<file path="config.mk">
export PLATFORM = sky130hd
export DESIGN_NAME = waka_scan_flat
export DESIGN_NICKNAME = d
export VERILOG_FILES = /design/src/rtl/waka_scan_if.sv /design/src/rtl/waka_scan.sv /design/src/flat_wrapper.sv
export SDC_FILE = /design/constraint.sdc
export NUM_CORES = 1
export LEC_CHECK = 0
export BUFFER_PORTS_ARGS = -buffer_cell sky130_fd_sc_hd__buf_4
export CAP_MARGIN = 15
export CORE_MARGIN = 2
export CORE_UTILIZATION = 50
export DETAILED_ROUTE_END_ITERATION = 16
export HOLD_SLACK_MARGIN = 0.02
export PLACE_DENSITY = 0.77
export SLEW_MARGIN = 20
export SYNTH_ARGS = -nofsm -noshare
export SYNTH_HDL_FRONTEND = slang
export SYNTH_SLANG_ARGS = --single-unit
</file>
<file path="constraint.sdc">
create_clock -name clk -period 4.4 [get_ports clk]
set_input_delay 0.44 -clock clk [delete_from_list [all_inputs] [get_ports clk]]
set_output_delay 0.44 -clock clk [all_outputs]
set_load 0.05 [all_outputs]
</file>
<file path="src/rtl/waka_scan_if.sv">
// Frame-memory read port of the raster scanner.
// The scanner issues reads; the memory answers one clock later.
interface waka_scan_if #(
    parameter int PIX_W  = 8,
    parameter int ADDR_W = 8
);
    logic              mem_re;
    logic [ADDR_W-1:0] mem_addr;
    logic [PIX_W-1:0]  mem_rdata;

    modport master (
        output mem_re,
        output mem_addr,
        input  mem_rdata
    );

    modport slave (
        input  mem_re,
        input  mem_addr,
        output mem_rdata
    );
endinterface

</file>
<file path="src/rtl/waka_scan.sv">
// Raster scanner: walks frame positions, reads frame memory and
// produces sync/enable/pixel two clocks behind each position.
module waka_scan #(
    parameter int PIX_W    = 8,
    parameter int ADDR_W   = 8,
    parameter int H_ACTIVE = 16,
    parameter int H_FP     = 2,
    parameter int H_SYNC   = 4,
    parameter int H_BP     = 2,
    parameter int V_ACTIVE = 12,
    parameter int V_FP     = 1,
    parameter int V_SYNC   = 2,
    parameter int V_BP     = 1
) (
    input  logic             clk,
    input  logic             rst_N,
    input  logic             run,
    waka_scan_if.master      mem,
    output logic             hsync_N,
    output logic             vsync_N,
    output logic             de,
    output logic [PIX_W-1:0] pix,
    output logic             frame_start,
    output logic [7:0]       frame_cnt,
    output logic             busy
);
    localparam int H_TOTAL = H_ACTIVE + H_FP + H_SYNC + H_BP;
    localparam int V_TOTAL = V_ACTIVE + V_FP + V_SYNC + V_BP;
    localparam int HW      = $clog2(H_TOTAL);
    localparam int VW      = $clog2(V_TOTAL);
    localparam int HS_LO   = H_ACTIVE + H_FP;
    localparam int HS_HI   = H_ACTIVE + H_FP + H_SYNC;
    localparam int VS_LO   = V_ACTIVE + V_FP;
    localparam int VS_HI   = V_ACTIVE + V_FP + V_SYNC;

    typedef enum logic [1:0] {
        IDLE,
        ACTIVE,
        DRAIN
    } state_t;

    state_t        state;
    state_t        state_nx;
    logic [HW-1:0] h;
    logic [HW-1:0] h_nx;
    logic [VW-1:0] v;
    logic [VW-1:0] v_nx;
    logic          drain_cnt;
    logic          drain_nx;
    logic [7:0]    cnt_nx;

    logic          scanning;
    logic          line_end;
    logic          frame_end;
    logic          in_act;
    logic          in_hs;
    logic          in_vs;
    logic [31:0]   addr_full;

    logic          s1_hs;
    logic          s1_vs;
    logic          s1_fs;

    assign scanning  = (state == ACTIVE);
    assign line_end  = (h == HW'(H_TOTAL - 1));
    assign frame_end = scanning && line_end && (v == VW'(V_TOTAL - 1));

    assign in_act = (int'(h) < H_ACTIVE) && (int'(v) < V_ACTIVE);
    assign in_hs  = (int'(h) >= HS_LO) && (int'(h) < HS_HI);
    assign in_vs  = (int'(v) >= VS_LO) && (int'(v) < VS_HI);

    assign addr_full = 32'(v) * 32'(H_ACTIVE) + 32'(h);

    assign busy = (state != IDLE);

    always_ff @(posedge clk or negedge rst_N) begin
        if (!rst_N) begin
            state     <= IDLE;
            h         <= '0;
            v         <= '0;
            drain_cnt <= 1'b0;
            frame_cnt <= 8'd0;
        end else begin
            state     <= state_nx;
            h         <= h_nx;
            v         <= v_nx;
            drain_cnt <= drain_nx;
            frame_cnt <= cnt_nx;
        end
    end

    // run is only honoured in IDLE and at frame end, so frames never truncate
    always_comb begin
        state_nx = state;
        h_nx     = h;
        v_nx     = v;
        drain_nx = drain_cnt;
        cnt_nx   = frame_cnt;
        unique case (state)
            IDLE: begin
                h_nx     = '0;
                v_nx     = '0;
                drain_nx = 1'b0;
                if (run) begin
                    state_nx = ACTIVE;
                end
            end
            ACTIVE: begin
                if (line_end) begin
                    h_nx = '0;
                    v_nx = v + 1'b1;
                end else begin
                    h_nx = h + 1'b1;
                end
                if (frame_end) begin
                    v_nx   = '0;
                    cnt_nx = frame_cnt + 8'd1;
                    if (!run) begin
                        state_nx = DRAIN;
                        drain_nx = 1'b0;
                    end
                end
            end
            DRAIN: begin
                h_nx     = '0;
                v_nx     = '0;
                drain_nx = 1'b1;
                if (drain_cnt) begin
                    state_nx = IDLE;
                end
            end
            default: begin
                state_nx = IDLE;
                h_nx     = '0;
                v_nx     = '0;
                drain_nx = 1'b0;
            end
        endcase
    end

    always_ff @(posedge clk or negedge rst_N) begin
        if (!rst_N) begin
            mem.mem_re   <= 1'b0;
            mem.mem_addr <= '0;
            s1_hs        <= 1'b0;
            s1_vs        <= 1'b0;
            s1_fs        <= 1'b0;
        end else begin
            mem.mem_re <= scanning && in_act;
            s1_hs      <= scanning && in_hs;
            s1_vs      <= scanning && in_vs;
            s1_fs      <= scanning && (h == '0) && (v == '0);
            if (scanning && in_act) begin
                mem.mem_addr <= addr_full[ADDR_W-1:0];
            end
        end
    end

    always_ff @(posedge clk or negedge rst_N) begin
        if (!rst_N) begin
            hsync_N     <= 1'b1;
            vsync_N     <= 1'b1;
            de          <= 1'b0;
            frame_start <= 1'b0;
        end else begin
            hsync_N     <= !s1_hs;
            vsync_N     <= !s1_vs;
            de          <= mem.mem_re;
            frame_start <= s1_fs;
        end
    end

    // read data arrives in the same cycle de rises, so the pixel is gated here
    assign pix = de ? mem.mem_rdata : '0;

endmodule

</file>
<file path="src/flat_wrapper.sv">
// flat-port wrapper written by rule: the top's interface ports become plain ports
module waka_scan_flat 
#(
    parameter int PIX_W    = 8,
    parameter int ADDR_W   = 8,
    parameter int H_ACTIVE = 16,
    parameter int H_FP     = 2,
    parameter int H_SYNC   = 4,
    parameter int H_BP     = 2,
    parameter int V_ACTIVE = 12,
    parameter int V_FP     = 1,
    parameter int V_SYNC   = 2,
    parameter int V_BP     = 1
)
  (clk, rst_N, run, hsync_N, vsync_N, de, pix, frame_start, frame_cnt, busy, mem_mem_re, mem_mem_addr, mem_mem_rdata);
  waka_scan_if #(.PIX_W(PIX_W), .ADDR_W(ADDR_W)) mem_i ();
  input  logic clk;
  input  logic rst_N;
  input  logic run;
  output logic hsync_N;
  output logic vsync_N;
  output logic de;
  output logic [PIX_W-1:0] pix;
  output logic frame_start;
  output logic [7:0] frame_cnt;
  output logic busy;
  output wire logic [$bits(mem_i.mem_re)-1:0] mem_mem_re;
  output wire logic [$bits(mem_i.mem_addr)-1:0] mem_mem_addr;
  input wire logic [$bits(mem_i.mem_rdata)-1:0] mem_mem_rdata;
  assign mem_mem_re = mem_i.mem_re;
  assign mem_mem_addr = mem_i.mem_addr;
  assign mem_i.mem_rdata = mem_mem_rdata;
  waka_scan #(.PIX_W(PIX_W), .ADDR_W(ADDR_W), .H_ACTIVE(H_ACTIVE), .H_FP(H_FP), .H_SYNC(H_SYNC), .H_BP(H_BP), .V_ACTIVE(V_ACTIVE), .V_FP(V_FP), .V_SYNC(V_SYNC), .V_BP(V_BP)) u_core (.clk(clk), .rst_N(rst_N), .run(run), .mem(mem_i), .hsync_N(hsync_N), .vsync_N(vsync_N), .de(de), .pix(pix), .frame_start(frame_start), .frame_cnt(frame_cnt), .busy(busy));
endmodule
</file>
==> flow_metrics.env, run 1 <==
export IMPL_status="complete, no violations"
export IMPL_ctsResizeCount=0
export IMPL_via_per_inst=5.36
export IMPL_post_cts_setup_buffers=0
export IMPL_cts_tree="done"
export IMPL_synthFlopType="dfrtp_1"
export IMPL_critPathKind="flop to flop"
export IMPL_place_congestion=0.823
export IMPL_area_delta_synth_final_pct=22.1
export IMPL_rows=21
export IMPL_multi_input_area_um2=738
export IMPL_antenna_cells=0
export IMPL_grt_max_degree=37
export IMPL_maxCapViolations=0
export IMPL_worst_ep_required_time_ns=4.63
export IMPL_die_area_um2=3920
export IMPL_synth_fp_nets=168
export IMPL_synth_cell_types=38
export IMPL_vdd_drop_max_mv=0.353
export IMPL_gr_usage_all_layers_pct=19.7
export IMPL_cp_max_fo=12
export IMPL_fin_crit_sh_pct=42.3
export IMPL_fin_worst_skew_ns=0.00800
export IMPL_p_per_area_nw_per_um2=594
export IMPL_clk_pin_slew_worst_paths_ns=0.11
export IMPL_path_cells="nand2b_1, a211o_1, inv_2, mux2_2"
export IMPL_drc=0
export IMPL_p_int_w=0.000699
export IMPL_num_vias=1265
export IMPL_register_area_um2=903
export IMPL_synth_most_common_cell="dfrtp_1"
export IMPL_end_kind="flop"
export IMPL_ys_top_cells_by_count="34 x dfrtp_1, 9 x ha_1, 9 x inv_1, 9 x nand2_1"
export IMPL_yosys_warnings=0
export IMPL_core_area_um2=3310
export IMPL_synth_top_area_cell="dfrtp_1"
export IMPL_hold_class="input pin to async pin"
export IMPL_synth_edff_count=0
export IMPL_layout_nets=209
export IMPL_fin_ws_ns=2.54
export IMPL_grt_ovfl_total=0
export IMPL_p_clk_share_pct=14.5
export IMPL_slowest_stage="a211o_1"
export IMPL_io_buffers=40
export IMPL_ios=41
export IMPL_fp_dieW_um=62.6
export IMPL_synth_cells=148
export IMPL_critical_path_arrival_ns=2.09
export IMPL_pwr_share_comb_pct=44.8
export IMPL_antenna_found_initial=0
export IMPL_initial_core_util_pct=51.9
export IMPL_worst_skew_pair_late_latency_ns=0.34
export IMPL_period_minus_slack_ns=1.86
export IMPL_wl_per_cell_um=14.2
export IMPL_cpPeakStageDelay_ns=0.46
export IMPL_cts_root_buffer="clkbuf_4"
export IMPL_hold_viol=0
export IMPL_dpl_hpwl_um=2450
export IMPL_p_sw_w=0.000547
export IMPL_ys_seq_area_share_pct=52.5
export IMPL_detail_route_antenna_nets=0
export IMPL_grt_pass1_wl_um=5990
export IMPL_setup_violations=0
export IMPL_ys_seq_elements=36
export IMPL_nFillCells=284
export IMPL_cts_made_buffers=5
export IMPL_drtPass1Iterations=4
export IMPL_power_frac_seq_pct=40.7
export IMPL_synth_top_area_share_pct=49.5
export IMPL_first_iter_violations=25
export IMPL_worst_setup_path_start_kind="flop"
export IMPL_max_slew_worst_pin_slew_ns=0.469
export IMPL_async_flop_share_pct=100
export IMPL_rsz0062_at_grt="false"
export IMPL_dp_cells=228
export IMPL_slew_headroom_pct=68.7
export IMPL_slew_viol_final=0
export IMPL_swShare_pct=43.9
export IMPL_synth_area_top_cells="dfrtp_1 49%, ha_1 6.6%, mux2_2 5.2%"
export IMPL_wl_um=3360
export IMPL_max_freq_mhz=537
export IMPL_avgSynthCellArea_um2=11.6
export IMPL_cts_sinks=36
export IMPL_layout_cells_non_filler=236
export IMPL_place_ws_ns=2.58
export IMPL_post_route_cells_drive_above_1_share_pct=33.7
export IMPL_htreeDepth=2
export IMPL_hold_buffers=0
export IMPL_grt_pass1_vias=1277
export IMPL_die_y_um=62.6
export IMPL_cts_buffer_depth=2
export IMPL_synth_area_um2=1720
export IMPL_p_leak_nw=1.07
export IMPL_setup_tns_ns=0
export IMPL_hold_ws_ns=0.0377
-- stage by stage --
step	area [um2]	util (%)	power [W]
detailed placement	2040	61.5	0.00108
global route	2100	63.4	0.00133
floorplan	1720	-	0.000913
finish	2100	63.4	0.00125
CTS	2100	63.4	0.00126
global placement	2040	61.5	0.00106
-- worst paths after layout --
| path | to | from | slack (ns) | cells after the start |
|---|---|---|---|---|
| worst min register to register | u_core.frame_start$_DFF_PN0_ | u_core.s1_fs$_DFF_PN0_ | 0.36 | 0 |
| worst min-delay path | u_core.mem.mem_addr[6]$_DFFE_PN0P_ | rst_N | 0.04 | 1 |
| max in group asynchronous | u_core.vsync_N$_DFF_PN1_ | rst_N | 4.02 | 1 |
| worst max-delay path | u_core.mem.mem_addr[5]$_DFFE_PN0P_ | u_core.state[1]$_DFFE_PN0P_ | 2.54 | 4 |
| worst max register to register | u_core.mem.mem_addr[5]$_DFFE_PN0P_ | u_core.state[1]$_DFFE_PN0P_ | 2.54 | 4 |
| min in group clk | u_core.state[0]$_DFFE_PN0P_ | run | 0.33 | 3 |
-- cell families (layout without fill, tap and decap cells) --
logic type | after synthesis | count (layout) | synth area share, %
AO/OA/AOI/OAI | 13 | 13 | 5.09
XOR/XNOR | 11 | 11 | 5.60
adder cells (fa/ha/maj) | 9 | 9 | 6.55
buffers and inverters | 16 | 58 | 4.51
flip-flops | 36 | 36 | 52.5
multiplexers | 8 | 8 | 5.24
AND/OR/NAND/NOR | 55 | 55 | 20.5
-- critical path, delay by kind of cell, from the launching register on --
family          cells  cell delay, ns
flops               1            0.45
buf+inv             1            0.13
mux                 1            0.34
compound gates      1            0.46
simple gates        1            0.37
-- placed cells by master (no fill, tap or decap), drive strengths merged --
master	Yosys	final
a211o	1	1
clkbuf	1	6
and3	2	2
or3	2	2
nand3	8	8
and2	8	8
xnor2	4	4
a2bb2oi	1	1
a311oi	1	1
nand2b	1	1
mux2	8	8
nor2b	3	3
dfstp	2	2
nand2	9	9
xor2	7	7
and4b	2	2
nand4b	3	3
nor4b	2	2
nor4	5	5
or2	1	1
o21ai	2	2
nand4	4	4
inv	10	10
a21oi	5	5
nor2	1	1
nor3	4	4
a31o	1	1
buf	5	40
ha	9	9
clkinv	0	2
dfrtp	34	34
o2bb2ai	1	1
a41oi	1	1
-- layer usage --
layer	up-vias	GRT usage (%)	routed length [um]
met5	-	0	0
li1	604	-	-
met1	618	23.4	1420
met2	37	32.3	1670
met3	6	7.03	207
met4	0	8.33	55
-- cell type report --
type                       instances  area share [%]
sequential                        36            43.1
multi-input combinational         96            35.2
timing repair buffer              40            14.3
tap                               46            2.74
clock buffer                       6            2.44
inverter                          10            1.79
clock inverter                     2           0.477
-- power by group through the flow --
stage,logic (W),clock network (W),registers [W]
finish,0.000559,0.000180,0.000507
global route,0.000603,0.000200,0.000523
CTS,0.000565,0.000187,0.000506
detailed placement,0.000562,0,0.000514
global placement,0.000554,0,0.000505
floorplan,0.000285,0,0.000628
-- state kept, by name, indices dropped and copies added, names as in the netlist --
| name | cells |
|---|---|
| u_core.frame_cnt | 8 |
| u_core.mem.mem_addr | 8 |
| u_core.h | 5 |
| u_core.v | 4 |
| u_core.state | 2 |
| u_core.de | 1 |
| u_core.drain_cnt | 1 |
| u_core.frame_start | 1 |
| u_core.hsync_N | 1 |
| u_core.mem.mem_re | 1 |
| u_core.s1_fs | 1 |
| u_core.s1_hs | 1 |
| u_core.s1_vs | 1 |
| u_core.vsync_N | 1 |
Power figures use the tool's default switching activity.
==> inputs of run 2 (changes only) <==
- clock period: 4.4 -> 1.92 ns (I/O delays scaled with it)
==> run 2 against run 1 <==
Non-clock buffer count rose by 2; via count fell by 2.1%; clock skew barely moved; total power rose by 120%; highest routed layer unchanged; final cell count rose by 0.85%; count of clock-buffer cells in the layout rose by 1.
==> flow_metrics.env, run 2 (synthesis gave the netlist of run 1 again) <==
export IMPL_place_congestion=0.793
export IMPL_grt_ovfl_total=0
export IMPL_rows=21
export IMPL_initial_core_util_pct=51.9
export IMPL_hold_end="u_core.state[0]$_DFFE_PN0P_"
export IMPL_max_freq_mhz=570
export IMPL_antenna_cells=0
export IMPL_grt_max_degree=37
export IMPL_ios=41
export IMPL_power_frac_seq_pct=41.1
export IMPL_cts_made_buffers=5
export IMPL_maxCapViolations=0
export IMPL_vdd_drop_max_mv=0.702
export IMPL_num_vias=1238
export IMPL_fin_worst_skew_ns=0.00759
export IMPL_max_slew_worst_pin_slew_ns=0.440
export IMPL_hold_class="input pin to flop"
export IMPL_ctsResizeCount=0
export IMPL_slew_headroom_pct=70.6
export IMPL_die_y_um=62.6
export IMPL_worst_skew_pair_late_latency_ns=0.35
export IMPL_layout_common_cells="41 x buf_4, 34 x dfrtp_1, 9 x inv_1, 9 x nand2_1, 9 x ha_1"
export IMPL_first_iter_violations=51
export IMPL_p_leak_nw=1.07
export IMPL_worst_ep_required_time_ns=2.16
export IMPL_largestRegisters="u_core.frame_cnt: 8 flops, u_core.mem.mem_addr: 8 flops, u_core.h: 5 flops"
export IMPL_grt_util_met1_pct=23.7
export IMPL_via_per_inst=5.20
export IMPL_area_delta_synth_final_pct=22.4
export IMPL_nFillCells=286
export IMPL_slew_viol_final=0
export IMPL_r2r_setup_slack_ns=0.16
export IMPL_p_clk_share_pct=13.5
export IMPL_gr_usage_met3_pct=4.86
export IMPL_swShare_pct=44.1
export IMPL_htreeDepth=2
export IMPL_hp_start="run"
export IMPL_fin_crit_sh_pct=91.4
export IMPL_whs_path_depth=3
export IMPL_end_kind="flop"
export IMPL_fin_util_pct=63.6
export IMPL_fp_dieW_um=62.6
export IMPL_wl_per_cell_um=14.0
export IMPL_io_buffers=40
export IMPL_drc=0
export IMPL_cts_root_buffer="clkbuf_4"
export IMPL_clk_pin_slew_worst_paths_ns=0.10
export IMPL_p_per_area_nw_per_um2=1330
export IMPL_wl_um=3330
export IMPL_cp_max_fo=8
export IMPL_period_minus_slack_ns=1.76
export IMPL_p_int_w=0.00157
export IMPL_r2r_end="u_core.frame_cnt[1]$_DFFE_PN0P_"
export IMPL_hold_viol=0
export IMPL_hold_buffers=1
export IMPL_grt_pass1_vias=1206
export IMPL_rsz0062_at_grt="false"
export IMPL_core_area_um2=3310
export IMPL_detail_route_antenna_nets=0
export IMPL_cts_sinks=36
export IMPL_status="complete, no violations"
export IMPL_p_sw_w=0.00124
export IMPL_dpl_hpwl_um=2510
export IMPL_final_common_cell="buf_4"
export IMPL_post_route_cells_drive_above_1_share_pct=32.8
export IMPL_grt_busiest_layer="met2"
export IMPL_gr_usage_all_layers_pct=18.9
export IMPL_r2r_start="u_core.h[1]$_DFF_PN0_"
export IMPL_post_cts_setup_buffers=0
export IMPL_worst_setup_path_start_kind="flop"
export IMPL_r2r_cells=4
export IMPL_critPathKind="flop to flop"
export IMPL_antenna_found_initial=0
export IMPL_cts_buffer_depth=2
export IMPL_setup_tns_ns=0
export IMPL_pwr_share_comb_pct=45.4
export IMPL_setup_violations=0
export IMPL_cts_tree="done"
export IMPL_layout_nets=211
export IMPL_critical_path_arrival_ns=2.00
export IMPL_die_area_um2=3920
export IMPL_drtPass1Iterations=4
export IMPL_grt_pass1_wl_um=5730
export IMPL_grt_use_met2_pct=30.4
-- run 2: cell types whose count changed in the layout (fill, tap and decap cells not counted), sizes merged --
cell | before | now
clkinv | 2 | 1
dlygate4sd3 | 0 | 1
buf | 40 | 41
clkbuf | 6 | 7
-- run 2: stage by stage --
step	cells	hold slack, ns	setup WS (ns)	total power, W	area, um2
after floorplan	148	-0.104	0.348	0.00209	1720
after global placement	229	0.162	0.242	0.00241	2040
after detailed placement	229	0.170	0.176	0.00246	2040
after CTS	238	0.0838	0.164	0.00283	2100
after global routing	238	0.0931	0.0510	0.00298	2100
final	238	0.0887	0.165	0.00280	2100
-- run 2: worst max path at each step --
stage | startpoint | end | slack, ns | cells after the start
finish | u_core.h[1]$_DFF_PN0_ | u_core.frame_cnt[1]$_DFFE_PN0P_ | 0.16 | 4
global route | u_core.h[1]$_DFF_PN0_ | u_core.frame_cnt[7]$_DFFE_PN0P_ | 0.05 | 4
CTS | u_core.h[1]$_DFF_PN0_ | u_core.frame_cnt[1]$_DFFE_PN0P_ | 0.16 | 4
detailed placement | u_core.h[1]$_DFF_PN0_ | u_core.frame_cnt[1]$_DFFE_PN0P_ | 0.18 | 4
global placement | u_core.h[1]$_DFF_PN0_ | u_core.drain_cnt$_DFFE_PN0P_ | 0.24 | 4
floorplan | u_core.h[0]$_DFF_PN0_ | u_core.frame_cnt[1]$_DFFE_PN0P_ | 0.35 | 5
-- run 2: final cells by class --
type	count	area [um2]	share of cell area, %
multi-input cells	96	738	35.1
repair buffers	42	318	15.1
clock buffers	7	45.0	2.14
inverters	10	37.5	1.78
flip-flops and latches	36	903	42.9
clock inverters	1	5.00	0.238
well taps	46	57.6	2.73
-- run 2: metal layers --
metal | vias up | wire (um)
met3 | 8 | 194
met1 | 587 | 1460
met5 | - | 0
li1 | 604 | -
met2 | 39 | 1620
met4 | 0 | 53
-- run 2: worst max-delay path, stage by stage (launching register included) --
cell	delay (ns)
dfrtp_1	0.44
ha_1	0.32
and4b_1	0.41
nand3_1	0.18
mux2_2	0.30
-- run 2: power groups by stage --
stage | Sequential (W) | Combinational [W] | Clock (W)
global route | 0.00119 | 0.00138 | 0.000422
detailed placement | 0.00117 | 0.00129 | 0
finish | 0.00115 | 0.00127 | 0.000378
global placement | 0.00115 | 0.00126 | 0
floorplan | 0.00144 | 0.000654 | 0
CTS | 0.00116 | 0.00129 | 0.000388
